File: config.mk
export PLATFORM = sky130hd
export DESIGN_NAME = hazard_unit_mc_flat
export DESIGN_NICKNAME = d
export VERILOG_FILES = /design/src/rtl/hazard_unit_mc_if.sv /design/src/rtl/hazard_unit_mc.sv /design/src/flat_wrapper.sv
export SDC_FILE = /design/constraint.sdc
export NUM_CORES = 1
export LEC_CHECK = 0
export CORE_MARGIN = 3
export CORE_UTILIZATION = 38
export CTS_BUF_LIST = sky130_fd_sc_hd__clkbuf_16
export CTS_CLUSTER_SIZE = 28
export DETAILED_ROUTE_END_ITERATION = 10
export GPL_TIMING_DRIVEN = 0
export PLACE_DENSITY = 0.77
export SYNTH_ARGS = -nofsm -noshare
export SYNTH_HDL_FRONTEND = slang
export SYNTH_SLANG_ARGS = --single-unit
File: constraint.sdc
create_clock -name clk -period 2.45 [get_ports clk]
set_input_delay 0.3675 -clock clk [delete_from_list [all_inputs] [get_ports clk]]
set_output_delay 0.3675 -clock clk [all_outputs]
set_load 0.01 [all_outputs]
File: src/rtl/hazard_unit_mc_if.sv
// Hazard-unit bundle between the 5-stage datapath and hazard_unit_mc.
// The datapath side (master) drives register addresses, write enables,
// load/branch/multi-cycle indications. The hazard unit (slave) returns
// forwarding selects, stall/flush controls and multi-cycle status.
interface hazard_unit_mc_if #(
  parameter int REG_AW = 5
);
  logic [REG_AW-1:0] Rs1D, Rs2D;
  logic [REG_AW-1:0] Rs1E, Rs2E, RdE;
  logic [REG_AW-1:0] RdM, RdW;
  logic              RegWriteE, RegWriteM, RegWriteW;
  logic              ResultSrcE0;
  logic              PCSrcE;
  logic              McStartE;
  logic [1:0]        ForwardAE, ForwardBE;
  logic              StallF, StallD, StallE;
  logic              FlushD, FlushE, FlushM;
  logic              McBusy;
  logic              McDoneE;

  modport master (
    output Rs1D, Rs2D, Rs1E, Rs2E, RdE, RdM, RdW,
    output RegWriteE, RegWriteM, RegWriteW, ResultSrcE0, PCSrcE, McStartE,
    input  ForwardAE, ForwardBE, StallF, StallD, StallE,
    input  FlushD, FlushE, FlushM, McBusy, McDoneE
  );

  modport slave (
    input  Rs1D, Rs2D, Rs1E, Rs2E, RdE, RdM, RdW,
    input  RegWriteE, RegWriteM, RegWriteW, ResultSrcE0, PCSrcE, McStartE,
    output ForwardAE, ForwardBE, StallF, StallD, StallE,
    output FlushD, FlushE, FlushM, McBusy, McDoneE
  );
endinterface

File: src/rtl/hazard_unit_mc.sv
// Hazard unit for the 5-stage RISC-V pipeline with multi-cycle Execute.
// Provides M/W forwarding (or stall-based RAW resolution when FWD_EN=0),
// load-use stall, branch flush, and an IDLE/BUSY sequencer that holds a
// multi-cycle op in E for MC_LATENCY cycles while bubbling M.
// Ports:
//   clk   - pipeline clock, rising edge
//   reset - asynchronous active-high reset
//   hz    - hazard bundle (slave side): pipeline info in, controls out
module hazard_unit_mc #(
  parameter int REG_AW     = 5,
  parameter int MC_LATENCY = 4,
  parameter bit FWD_EN     = 1'b1
) (
  input  logic            clk,
  input  logic            reset,
  hazard_unit_mc_if.slave hz
);

  typedef enum logic {IDLE = 1'b0, BUSY = 1'b1} state_t;

  localparam logic [7:0] CNT_LOAD = 8'(MC_LATENCY - 2);

  state_t     state_reg, state_next;
  logic [7:0] cnt_reg, cnt_next;

  logic [1:0] fwd_a, fwd_b;
  logic       load_stall, raw_stall, mc_stall, mc_done, hz_stall;

  // Address match that never treats x0 as a hazard source.
  function automatic logic hit(input logic [REG_AW-1:0] a,
                               input logic [REG_AW-1:0] b,
                               input logic              we);
    return we && (a != '0) && (a == b);
  endfunction

  always_ff @(posedge clk or posedge reset) begin
    if (reset) begin
      state_reg <= IDLE;
      cnt_reg   <= 8'd0;
    end else begin
      state_reg <= state_next;
      cnt_reg   <= cnt_next;
    end
  end

  // Sequencer: the first (IDLE) cycle already stalls, so the counter is
  // loaded with MC_LATENCY-2 and the final BUSY cycle with cnt==0 is done.
  always_comb begin
    state_next = state_reg;
    cnt_next   = cnt_reg;
    mc_stall   = 1'b0;
    mc_done    = 1'b0;
    case (state_reg)
      IDLE: begin
        if (hz.McStartE) begin
          state_next = BUSY;
          cnt_next   = CNT_LOAD;
          mc_stall   = 1'b1;
        end
      end
      BUSY: begin
        if (cnt_reg != 8'd0) begin
          cnt_next = cnt_reg - 8'd1;
          mc_stall = 1'b1;
        end else begin
          mc_done    = 1'b1;
          state_next = IDLE;
        end
      end
      default: state_next = IDLE;
    endcase
  end

  always_comb begin
    fwd_a = 2'b00;
    fwd_b = 2'b00;
    if (FWD_EN) begin
      if (hit(hz.Rs1E, hz.RdM, hz.RegWriteM))      fwd_a = 2'b10;
      else if (hit(hz.Rs1E, hz.RdW, hz.RegWriteW)) fwd_a = 2'b01;
      if (hit(hz.Rs2E, hz.RdM, hz.RegWriteM))      fwd_b = 2'b10;
      else if (hit(hz.Rs2E, hz.RdW, hz.RegWriteW)) fwd_b = 2'b01;
    end
  end

  assign load_stall = hz.ResultSrcE0 && (hz.RdE != '0) &&
                      ((hz.Rs1D == hz.RdE) || (hz.Rs2D == hz.RdE));

  // W is never a stall source: the regfile writes on the falling edge.
  assign raw_stall = !FWD_EN &&
                     (hit(hz.Rs1D, hz.RdE, hz.RegWriteE) ||
                      hit(hz.Rs1D, hz.RdM, hz.RegWriteM) ||
                      hit(hz.Rs2D, hz.RdE, hz.RegWriteE) ||
                      hit(hz.Rs2D, hz.RdM, hz.RegWriteM));

  assign hz_stall = load_stall || raw_stall;

  // Everything is forced low while reset is held so an aborted multi-cycle
  // op cannot leak stalls even if McStartE is still asserted.
  always_comb begin
    hz.ForwardAE = 2'b00;
    hz.ForwardBE = 2'b00;
    hz.StallF    = 1'b0;
    hz.StallD    = 1'b0;
    hz.StallE    = 1'b0;
    hz.FlushD    = 1'b0;
    hz.FlushE    = 1'b0;
    hz.FlushM    = 1'b0;
    hz.McBusy    = 1'b0;
    hz.McDoneE   = 1'b0;
    if (!reset) begin
      hz.ForwardAE = fwd_a;
      hz.ForwardBE = fwd_b;
      hz.McBusy    = (state_reg == BUSY);
      hz.McDoneE   = mc_done;
      if (mc_stall) begin
        // Freeze F/D/E, bubble M; load/RAW stalls are masked here.
        hz.StallF = 1'b1;
        hz.StallD = 1'b1;
        hz.StallE = 1'b1;
        hz.FlushM = 1'b1;
      end else begin
        hz.StallF = hz_stall;
        hz.StallD = hz_stall;
        hz.FlushD = hz.PCSrcE;
        hz.FlushE = hz_stall || hz.PCSrcE;
      end
    end
  end

endmodule

File: src/flat_wrapper.sv
// flat-port wrapper written by rule: the top's interface ports become plain ports
module hazard_unit_mc_flat 
#(
  parameter int REG_AW     = 5,
  parameter int MC_LATENCY = 4,
  parameter bit FWD_EN     = 1'b1
)
  (clk, reset, hz_Rs1D, hz_Rs2D, hz_Rs1E, hz_Rs2E, hz_RdE, hz_RdM, hz_RdW, hz_RegWriteE, hz_RegWriteM, hz_RegWriteW, hz_ResultSrcE0, hz_PCSrcE, hz_McStartE, hz_ForwardAE, hz_ForwardBE, hz_StallF, hz_StallD, hz_StallE, hz_FlushD, hz_FlushE, hz_FlushM, hz_McBusy, hz_McDoneE);
  hazard_unit_mc_if #(.REG_AW(REG_AW)) hz_i ();
  input  logic clk;
  input  logic reset;
  input wire logic [$bits(hz_i.Rs1D)-1:0] hz_Rs1D;
  input wire logic [$bits(hz_i.Rs2D)-1:0] hz_Rs2D;
  input wire logic [$bits(hz_i.Rs1E)-1:0] hz_Rs1E;
  input wire logic [$bits(hz_i.Rs2E)-1:0] hz_Rs2E;
  input wire logic [$bits(hz_i.RdE)-1:0] hz_RdE;
  input wire logic [$bits(hz_i.RdM)-1:0] hz_RdM;
  input wire logic [$bits(hz_i.RdW)-1:0] hz_RdW;
  input wire logic [$bits(hz_i.RegWriteE)-1:0] hz_RegWriteE;
  input wire logic [$bits(hz_i.RegWriteM)-1:0] hz_RegWriteM;
  input wire logic [$bits(hz_i.RegWriteW)-1:0] hz_RegWriteW;
  input wire logic [$bits(hz_i.ResultSrcE0)-1:0] hz_ResultSrcE0;
  input wire logic [$bits(hz_i.PCSrcE)-1:0] hz_PCSrcE;
  input wire logic [$bits(hz_i.McStartE)-1:0] hz_McStartE;
  output wire logic [$bits(hz_i.ForwardAE)-1:0] hz_ForwardAE;
  output wire logic [$bits(hz_i.ForwardBE)-1:0] hz_ForwardBE;
  output wire logic [$bits(hz_i.StallF)-1:0] hz_StallF;
  output wire logic [$bits(hz_i.StallD)-1:0] hz_StallD;
  output wire logic [$bits(hz_i.StallE)-1:0] hz_StallE;
  output wire logic [$bits(hz_i.FlushD)-1:0] hz_FlushD;
  output wire logic [$bits(hz_i.FlushE)-1:0] hz_FlushE;
  output wire logic [$bits(hz_i.FlushM)-1:0] hz_FlushM;
  output wire logic [$bits(hz_i.McBusy)-1:0] hz_McBusy;
  output wire logic [$bits(hz_i.McDoneE)-1:0] hz_McDoneE;
  assign hz_i.Rs1D = hz_Rs1D;
  assign hz_i.Rs2D = hz_Rs2D;
  assign hz_i.Rs1E = hz_Rs1E;
  assign hz_i.Rs2E = hz_Rs2E;
  assign hz_i.RdE = hz_RdE;
  assign hz_i.RdM = hz_RdM;
  assign hz_i.RdW = hz_RdW;
  assign hz_i.RegWriteE = hz_RegWriteE;
  assign hz_i.RegWriteM = hz_RegWriteM;
  assign hz_i.RegWriteW = hz_RegWriteW;
  assign hz_i.ResultSrcE0 = hz_ResultSrcE0;
  assign hz_i.PCSrcE = hz_PCSrcE;
  assign hz_i.McStartE = hz_McStartE;
  assign hz_ForwardAE = hz_i.ForwardAE;
  assign hz_ForwardBE = hz_i.ForwardBE;
  assign hz_StallF = hz_i.StallF;
  assign hz_StallD = hz_i.StallD;
  assign hz_StallE = hz_i.StallE;
  assign hz_FlushD = hz_i.FlushD;
  assign hz_FlushE = hz_i.FlushE;
  assign hz_FlushM = hz_i.FlushM;
  assign hz_McBusy = hz_i.McBusy;
  assign hz_McDoneE = hz_i.McDoneE;
  hazard_unit_mc #(.REG_AW(REG_AW), .MC_LATENCY(MC_LATENCY), .FWD_EN(FWD_EN)) u_core (.clk(clk), .reset(reset), .hz(hz_i));
endmodule
==> results of run 1 <==
-- cell usage after synthesis, types with 3 or more instances --
| cell | number |
|---|---|
| xor2_1 | 16 |
| nand2_1 | 3 |
| dfrtp_1 | 9 |
| buf_4 | 3 |
| nor4_1 | 4 |
| nor3_1 | 4 |
| nor2b_1 | 4 |
| inv_1 | 6 |
| xnor2_1 | 16 |
| nand4_1 | 4 |
| nor2_1 | 10 |
| or4_1 | 3 |
-- stage by stage --
stage / setup TNS [ps] / hold slack, ps
finish: 0 / 543
floorplan: 0 / 222
CTS: 0 / 516
detailed placement: -1910 / 506
global placement: -1810 / 503
global route: -31.7 / 575
-- what timing repair did --
| item | 4_1_cts | 5_1_grt |
|---|---|---|
| pin swaps | 3 | 6 |
| gates resized for setup | 28 | 14 |
| buffers inserted | 7 | 2 |
| endpoints found under the setup margin | 11 | 8 |
-- worst min-delay path by stage --
stage                                     to  slack (ps)  depth (start not counted)
4_1_cts        u_core.cnt_reg[0]$_DFFE_PP0P_         520                          1
3_3_place_gp   u_core.cnt_reg[0]$_DFFE_PP0P_         500                          1
2_1_floorplan  u_core.cnt_reg[0]$_DFFE_PP0P_         220                          1
5_1_grt        u_core.cnt_reg[0]$_DFFE_PP0P_         570                          1
3_5_place_dp   u_core.cnt_reg[0]$_DFFE_PP0P_         510                          1
6_report       u_core.cnt_reg[6]$_DFFE_PP0P_         540                          2
-- worst max-delay path: cells and delay by family, from the launching register on --
| kind | cells | cell delay, ps |
|---|---|---|
| AND/OR/NAND/NOR | 2 | 750 |
| flip-flops | 1 | 380 |
| AO/OA/AOI/OAI | 2 | 400 |
| buffers and inverters | 2 | 280 |
-- layer usage --
metal | share of wire [%] | wire length [µm]
met2 | 50 | 1500
met1 | 39 | 1170
met5 | 0 | 0
met3 | 8.4 | 253
met4 | 2.6 | 78
-- cells by family after synthesis --
group | count (synthesis)
muxes | 1
buffers and inverters | 9
xor gates and xnor gates | 32
AOI/OAI and AO/OA | 16
DFF | 9
adders and majority gates | 2
and+or+nand+nor | 42
-- cell usage in the layout (no fill, tap or decap), types with 3 or more instances in the layout --
master	netlist	final
buf_4	3	11
clkbuf_16	0	3
clkbuf_2	0	3
clkdlybuf4s50_1	0	35
dfrtp_1	9	9
dlygate4sd2_1	0	8
dlymetal6s2s_1	0	3
inv_1	6	6
nand2_1	3	3
nand4_1	4	4
nor2_1	10	8
nor2b_1	4	4
nor3_1	4	4
nor4_1	4	4
or4_1	3	3
xnor2_1	16	16
xor2_1	16	16
-- power by group through the flow --
stage                     Clock (mW)  Sequential [mW]  Combinational [mW]
after floorplan                    0            0.275               0.339
after global placement             0            0.287               0.493
after detailed placement           0            0.290               0.517
after CTS                      0.287            0.283               0.562
after global routing           0.296            0.298               0.661
final                          0.285            0.287               0.592
-- final cells by class --
type                       count  area [µm²]
clock inverter                 1        3.75
multi-input combinational     93         719
tap                           28        35.0
sequential                     9         225
clock buffer                   3        75.1
timing repair buffer          62         576
fill                         179         636
buffer                         3        22.5
inverter                       6        26.3
==> results.tsv, run 1 <==
stage	metric	value	unit
run	Max-cap violations	0	
layout	synthesis-to-finish area growth	72.2	%
setup_path	Worst Reg-to-Reg Cells	7	
layout	# nets final	223	
min_path	start point of the worst min-delay path	u_core.cnt_reg[6]$_DFFE_PP0P_	
floorplan	Initial Util	42.1	%
setup_path	Setup Crit Path Kind	flop to primary output	
power_and_ir_drop	Leakage Power	0.712	nW
layout	max reg flops	8	
setup_path	Crit path required time	2080	ps
setup_path	Slowest-stage cell, CP	or4_4	
power_and_ir_drop	clock share of power	24.5	%
logic_synthesis	async set-reset flop share out of synthesis	100	%
logic_synthesis	Synth Register Bits	9	
power_and_ir_drop	Pwr Density	692	nW/µm²
setup_path	Crit. Startpoint	u_core.cnt_reg[6]$_DFFE_PP0P_	
logic_synthesis	Post-Synth Adder-Cell Area	2.56	%
global_route	met3 Usage GRT	6.67	%
status	status	completed	
logic_synthesis	Distinct cells, synth	36	
logic_synthesis	Synthesized Nets	156	
route	Routed WL	3.01	mm
place	placed cell area	1540	µm²
logic_synthesis	top area cells in the synthesized netlist	dfrtp_1 (23%), xnor2_1 (14%), xor2_1 (14%), nor2_1 (3.8%), o32ai_4 (2.8%)	
power_and_ir_drop	NetSw	0.410	mW
logic_synthesis	largest family of logic cells by synthesized area	XOR/XNOR gates	
timing	number of max-slew violations in the final report	0	
timing	RSZ-0062 raised after global routing	yes	
timing	final hold vios	0	
power_and_ir_drop	Internal Pwr Total	0.754	mW
floorplan	Die Ht	56.7	µm
setup_path	Worst path max stage delay	570	ps
clock_tree	clk sinks	9	
logic_synthesis	complex-gate fraction of the synthesized area	14.6	%
logic_synthesis	Synth warnings	0	
place	pre-CTS setup slack	-373	ps
place	placed insts	192	
clock_tree	CTS clk-pin slew, worst paths	40	ps
global_route	grt met2 use	33.8	%
power_and_ir_drop	Net Sw Frac	35.2	%
logic_synthesis	sequential area share after synthesis	23.0	%
logic_synthesis	ys flop type	dfrtp_1	
setup_path	worst flop-to-flop path startpoint	u_core.cnt_reg[0]$_DFFE_PP0P_	
layout	Core Util, Final	72.6	%
timing	final setup violating endpoints	0	
timing	worst setup margin	35.3	ps
global_route	GR peak layer	met2	
timing	Max transition margin	71.4	%
power_and_ir_drop	Tot Pwr	1.16	mW
logic_synthesis	Synth Area in XOR/XNOR	28.7	%
floorplan	io pins	55	
floorplan	row cnt	17	
power_and_ir_drop	peak supply drop	1.00	mV
route	drt drc	0	
clock_tree	clock latency on the worst-skew pair	230	ps
setup_path	CP Cell Sequence	or4_4 -> o32ai_4 -> buf_4 -> and3_4 -> o21bai_4 -> buf_6	
setup_path	Startpoint Class	flop	
timing	Post-Route Skew	1.12	ps
logic_synthesis	post-synth top area share	23.0	%
setup_path	Critical Path End Type	primary output	
clock_tree	CTS Buf Count	3	
place	IO buf count	53	
layout	share of cells above drive strength 1	17.5	%
global_route	met1 Use GR	21.8	%
logic_synthesis	Synth Area per Inst	8.80	µm²
timing	Final Cycle Share	98.6	%
floorplan	core area	2320	µm²
setup_path	r2r endpoint	u_core.cnt_reg[5]$_DFFE_PP0P_	
setup_path	crit path DAT	2050	ps
route	vias per inst	5.22	
setup_path	crit-path max FO	3	
layout	post-route cell area	1680	µm²
clock_tree	CTS tree	yes	
timing	fin crit period	2410	ps
global_route	first-pass GRT wire length	4.95	mm
setup_path	R2R Setup Slk	520	ps
clock_tree	hold buffers post-CTS	0	
place	DP Wirelength	2.36	mm
floorplan	die area	3220	µm²
route	DRT antenna net count	0	
timing	highest clock rate	414	MHz
global_route	GRT overflow	0	
timing	Worst-Margin Slew	428	ps
layout	non-filler cells, final	205	
route	DR pass1 iterations	4	
min_path	hold crit path type	flop to flop	
global_route	Global Route Usage Sum	19.5	%
floorplan	Die X	56.7	µm
layout	ANT cells	0	
logic_synthesis	post-synthesis simple-gate area fraction	25.4	%
setup_path	crit path capture	hz_FlushE	
logic_synthesis	area leader, netlist	dfrtp_1	
global_route	antenna violations before repair	0	
power_and_ir_drop	Logic pwr share	50.8	%
clock_tree	root buffer cell	clkbuf_16	
global_route	largest net degree at the start of global routing	10	
route	drt wl/cell	14.7	µm
logic_synthesis	Mapped Cells	111	
logic_synthesis	Post-synth EDFFs	0	
logic_synthesis	Syn Std Cell Area	977	µm²
power_and_ir_drop	Flop pwr share	24.7	%
clock_tree	# H-tree levels	1	
route	DR vias	1070	
place	routability congestion estimate	0.794	
route	initial DRC count	26	
logic_synthesis	mux contribution to synthesized area	1.15	%
global_route	vias in the first global route	1148	
clock_tree	maximum clock path buffer count	2	
(Power assumes the default switching activity.)
==> run 2, diff against run 1 <==
--- a/config.mk
+++ b/config.mk
@@ -12,6 +12,7 @@
 export DETAILED_ROUTE_END_ITERATION = 10
 export GPL_TIMING_DRIVEN = 0
 export PLACE_DENSITY = 0.77
+export SLEW_MARGIN = 40
 export SYNTH_ARGS = -nofsm -noshare
 export SYNTH_HDL_FRONTEND = slang
 export SYNTH_SLANG_ARGS = --single-unit
==> results of run 2 <==
The final DEF is identical to that of run 1; final timing and power are the same.
==> run 3, diff against run 2 <==
==> constraint.sdc (replaced) <==
create_clock -name clk -period 2.45 [get_ports clk]
set_input_delay 0.3675 -clock clk [delete_from_list [all_inputs] [get_ports clk]]
set_output_delay 0.3675 -clock clk [all_outputs]
set_load 0.1 [all_outputs]
==> results.tsv, run 3 (synthesis gave the netlist of run 1 again) <==
stage	metric	value	unit	change
layout	share of cells above drive strength 1	28.9	%	+11 points
layout	synthesis-to-finish area growth	90.3	%	
place	pre-CTS setup slack	-396	ps	-22.9 ps
clock_tree	CTS clk-pin slew, worst paths	40	ps	about the same
timing	worst setup margin	48.9	ps	+13.7 ps
timing	number of max-slew violations in the final report	0		unchanged
setup_path	Worst path max stage delay	570	ps	about the same
timing	final setup violating endpoints	0		unchanged
power_and_ir_drop	Flop pwr share	22.5	%	-2.2 points
route	met3 routed WL	260	µm	+2.8%
clock_tree	root buffer cell	clkbuf_16		
route	DR vias	1126		+5.2%
layout	ANT cells	0		unchanged
route	DRT antenna net count	0		unchanged
power_and_ir_drop	clock share of power	21.3	%	-3.2 points
setup_path	CP Cell Sequence	or4_4 -> o32ai_4 -> buf_4 -> nand2b_4 -> o21bai_4 -> buf_12		
place	routability congestion estimate	0.855		+7.6%
setup_path	Crit path required time	2080	ps	about the same
power_and_ir_drop	NetSw	0.554	mW	+35%
timing	Worst-Margin Slew	487	ps	+58.6 ps
floorplan	io pins	55		unchanged
min_path	hold crit path type	flop to flop		
power_and_ir_drop	Leakage Power	0.787	nW	+11%
layout	# nets final	226		+1.3%
route	DR pass1 iterations	4		unchanged
status	status	completed		
floorplan	die area	3220	µm²	unchanged
timing	RSZ-0062 raised after global routing	yes		
power_and_ir_drop	Internal Pwr Total	0.772	mW	+2.4%
power_and_ir_drop	Logic pwr share	56.2	%	+5.4 points
global_route	Global Route Usage Sum	21.3	%	+1.8 points
clock_tree	# H-tree levels	1		unchanged
floorplan	row cnt	17		unchanged
route	drt drc	0		unchanged
timing	highest clock rate	416	MHz	+0.57%
timing	final hold vios	0		unchanged
clock_tree	clk sinks	9		unchanged
layout	non-filler cells, final	208		+1.5%
timing	Final Cycle Share	98.0	%	-0.56 points
floorplan	Initial Util	42.1	%	unchanged
route	metal2 WL	1.90	mm	+27%
run	Max-cap violations	0		unchanged
clock_tree	CTS Buf Count	3		unchanged
route	drt wl/cell	16.5	µm	+13%
route	initial DRC count	23		-12%
clock_tree	clock latency on the worst-skew pair	230	ps	about the same
global_route	vias in the first global route	1148		unchanged
place	DP Wirelength	2.47	mm	+4.6%
floorplan	core area	2320	µm²	unchanged
layout	Filler cells	156		-13%
place	placed insts	192		unchanged
power_and_ir_drop	Pwr Density	713	nW/µm²	+3.1%
timing	Max transition margin	67.8	%	-3.6 points
floorplan	Die X	56.7	µm	unchanged
clock_tree	maximum clock path buffer count	2		unchanged
route	Routed met1 length	1.24	mm	+5.7%
clock_tree	CTS tree	yes		
setup_path	crit-path max FO	4		+1
place	IO buf count	53		unchanged
setup_path	crit path buf inv count	2		unchanged
timing	Post-Route Skew	1.53	ps	+0.406 ps
clock_tree	hold buffers post-CTS	0		unchanged
layout	most frequent cells in the layout	clkdlybuf4s50_1 (30), buf_4 (16), xor2_1 (16), xnor2_1 (16), dfrtp_1 (9)		
timing	fin crit period	2400	ps	-13.7 ps
global_route	antenna violations before repair	0		unchanged
layout	commonest non-fill, non-tap cell in the layout	clkdlybuf4s50_1		
route	vias per inst	5.41		+3.7%
setup_path	Slowest-stage cell, CP	or4_4		
setup_path	Startpoint Class	flop		
layout	Core Util, Final	80.2	%	+7.6 points
setup_path	Top delay family on crit path	simple AND/OR/NAND/NOR gates		
power_and_ir_drop	Net Sw Frac	41.8	%	+6.6 points
layout	max reg flops	8		unchanged
setup_path	Setup Crit Path Kind	flop to primary output		
route	uppermost layer routed	met4		
route	Routed WL	3.44	mm	+14%
global_route	GRT overflow	0		unchanged
global_route	first-pass GRT wire length	5.35	mm	+8.1%
setup_path	Critical Path End Type	primary output		
power_and_ir_drop	peak supply drop	1.14	mV	+14%
global_route	largest net degree at the start of global routing	10		unchanged
setup_path	crit path DAT	2030	ps	-20 ps
floorplan	Die Ht	56.7	µm	unchanged
[run 3: changes by cell type in the layout (fill, tap and decap cells not counted), moves of 2 or more]
cell | previous run | this run
clkdlybuf4s50_1 | 35 | 30
buf_4 | 11 | 16
dlygate4sd2_1 | 8 | 4
nor2_4 | 0 | 2
nor4_1 | 4 | 0
buf_12 | 0 | 2
or4_1 | 3 | 1
clkbuf_2 | 3 | 0
dlymetal6s2s_1 | 3 | 7
nor4_4 | 0 | 3
or4_4 | 1 | 3
buf_6 | 2 | 4
[run 3: cell type report]
type / count / area, µm² / share of cell area [%]
buffer: 3 / 22.5 / 1.21
tap: 28 / 35.0 / 1.88
clock inverter: 1 / 3.75 / 0.202
sequential: 9 / 225 / 12.1
clock buffer: 3 / 75.1 / 4.04
multi-input combinational: 93 / 828 / 44.5
timing repair buffer: 65 / 643 / 34.6
inverter: 6 / 26.3 / 1.41
[run 3: worst reg2reg max path: stages (launching register included)]
cell and delay (ps):
dfrtp_1 380, or4_4 570, or2_1 330, nand4b_1 160, mux2_2 340
[run 3: power groups by stage]
stage	clock (mW)	sequential (mW)	combinational (mW)
floorplan	0	0.279	0.468
global placement	0	0.293	0.624
detailed placement	0	0.298	0.624
CTS	0.288	0.293	0.697
global route	0.294	0.311	0.797
finish	0.282	0.299	0.746
[run 3: worst paths after layout]
path / slack (ps) / end / startpoint / cells past startpoint
min in group asynchronous: 780 / u_core.state_reg$_DFF_PP0_ / reset / 3
max: 50 / hz_FlushE / u_core.cnt_reg[6]$_DFFE_PP0P_ / 6
max reg2reg: 550 / u_core.cnt_reg[4]$_DFFE_PP0P_ / u_core.cnt_reg[6]$_DFFE_PP0P_ / 4
min: 540 / u_core.cnt_reg[6]$_DFFE_PP0P_ / u_core.cnt_reg[6]$_DFFE_PP0P_ / 2
min reg2reg: 540 / u_core.cnt_reg[6]$_DFFE_PP0P_ / u_core.cnt_reg[6]$_DFFE_PP0P_ / 2
max in group asynchronous: 1550 / u_core.cnt_reg[5]$_DFFE_PP0P_ / reset / 3
[run 3: layer usage]
metal	vias up	global-route usage, %
met5	-	0
met4	0	3.73
met3	6	6.67
met2	47	41.4
met1	534	22.0
li1	539	-
[run 3: repair_timing]
| item | in CTS | in global routing |
|---|---|---|
| resized for setup | 26 | 15 |
| buffers inserted | 8 | 4 |
| endpoints found under the hold margin | 0 | 0 |
| pin swaps | 4 | 4 |
| setup endpoints to repair | 10 | 10 |
[run 3: stage by stage]
stage / TNS, ps / hold slack [ps] / total power, mW / cell area [µm²]
after CTS: -19.9 / 522 / 1.28 / 1780
after global routing: -52.1 / 566 / 1.40 / 1860
after global placement: -8630 / 504 / 0.916 / 1630
final: 0 / 542 / 1.33 / 1860
after detailed placement: -1600 / 516 / 0.922 / 1570
after floorplan: -596 / 222 / 0.747 / 1060
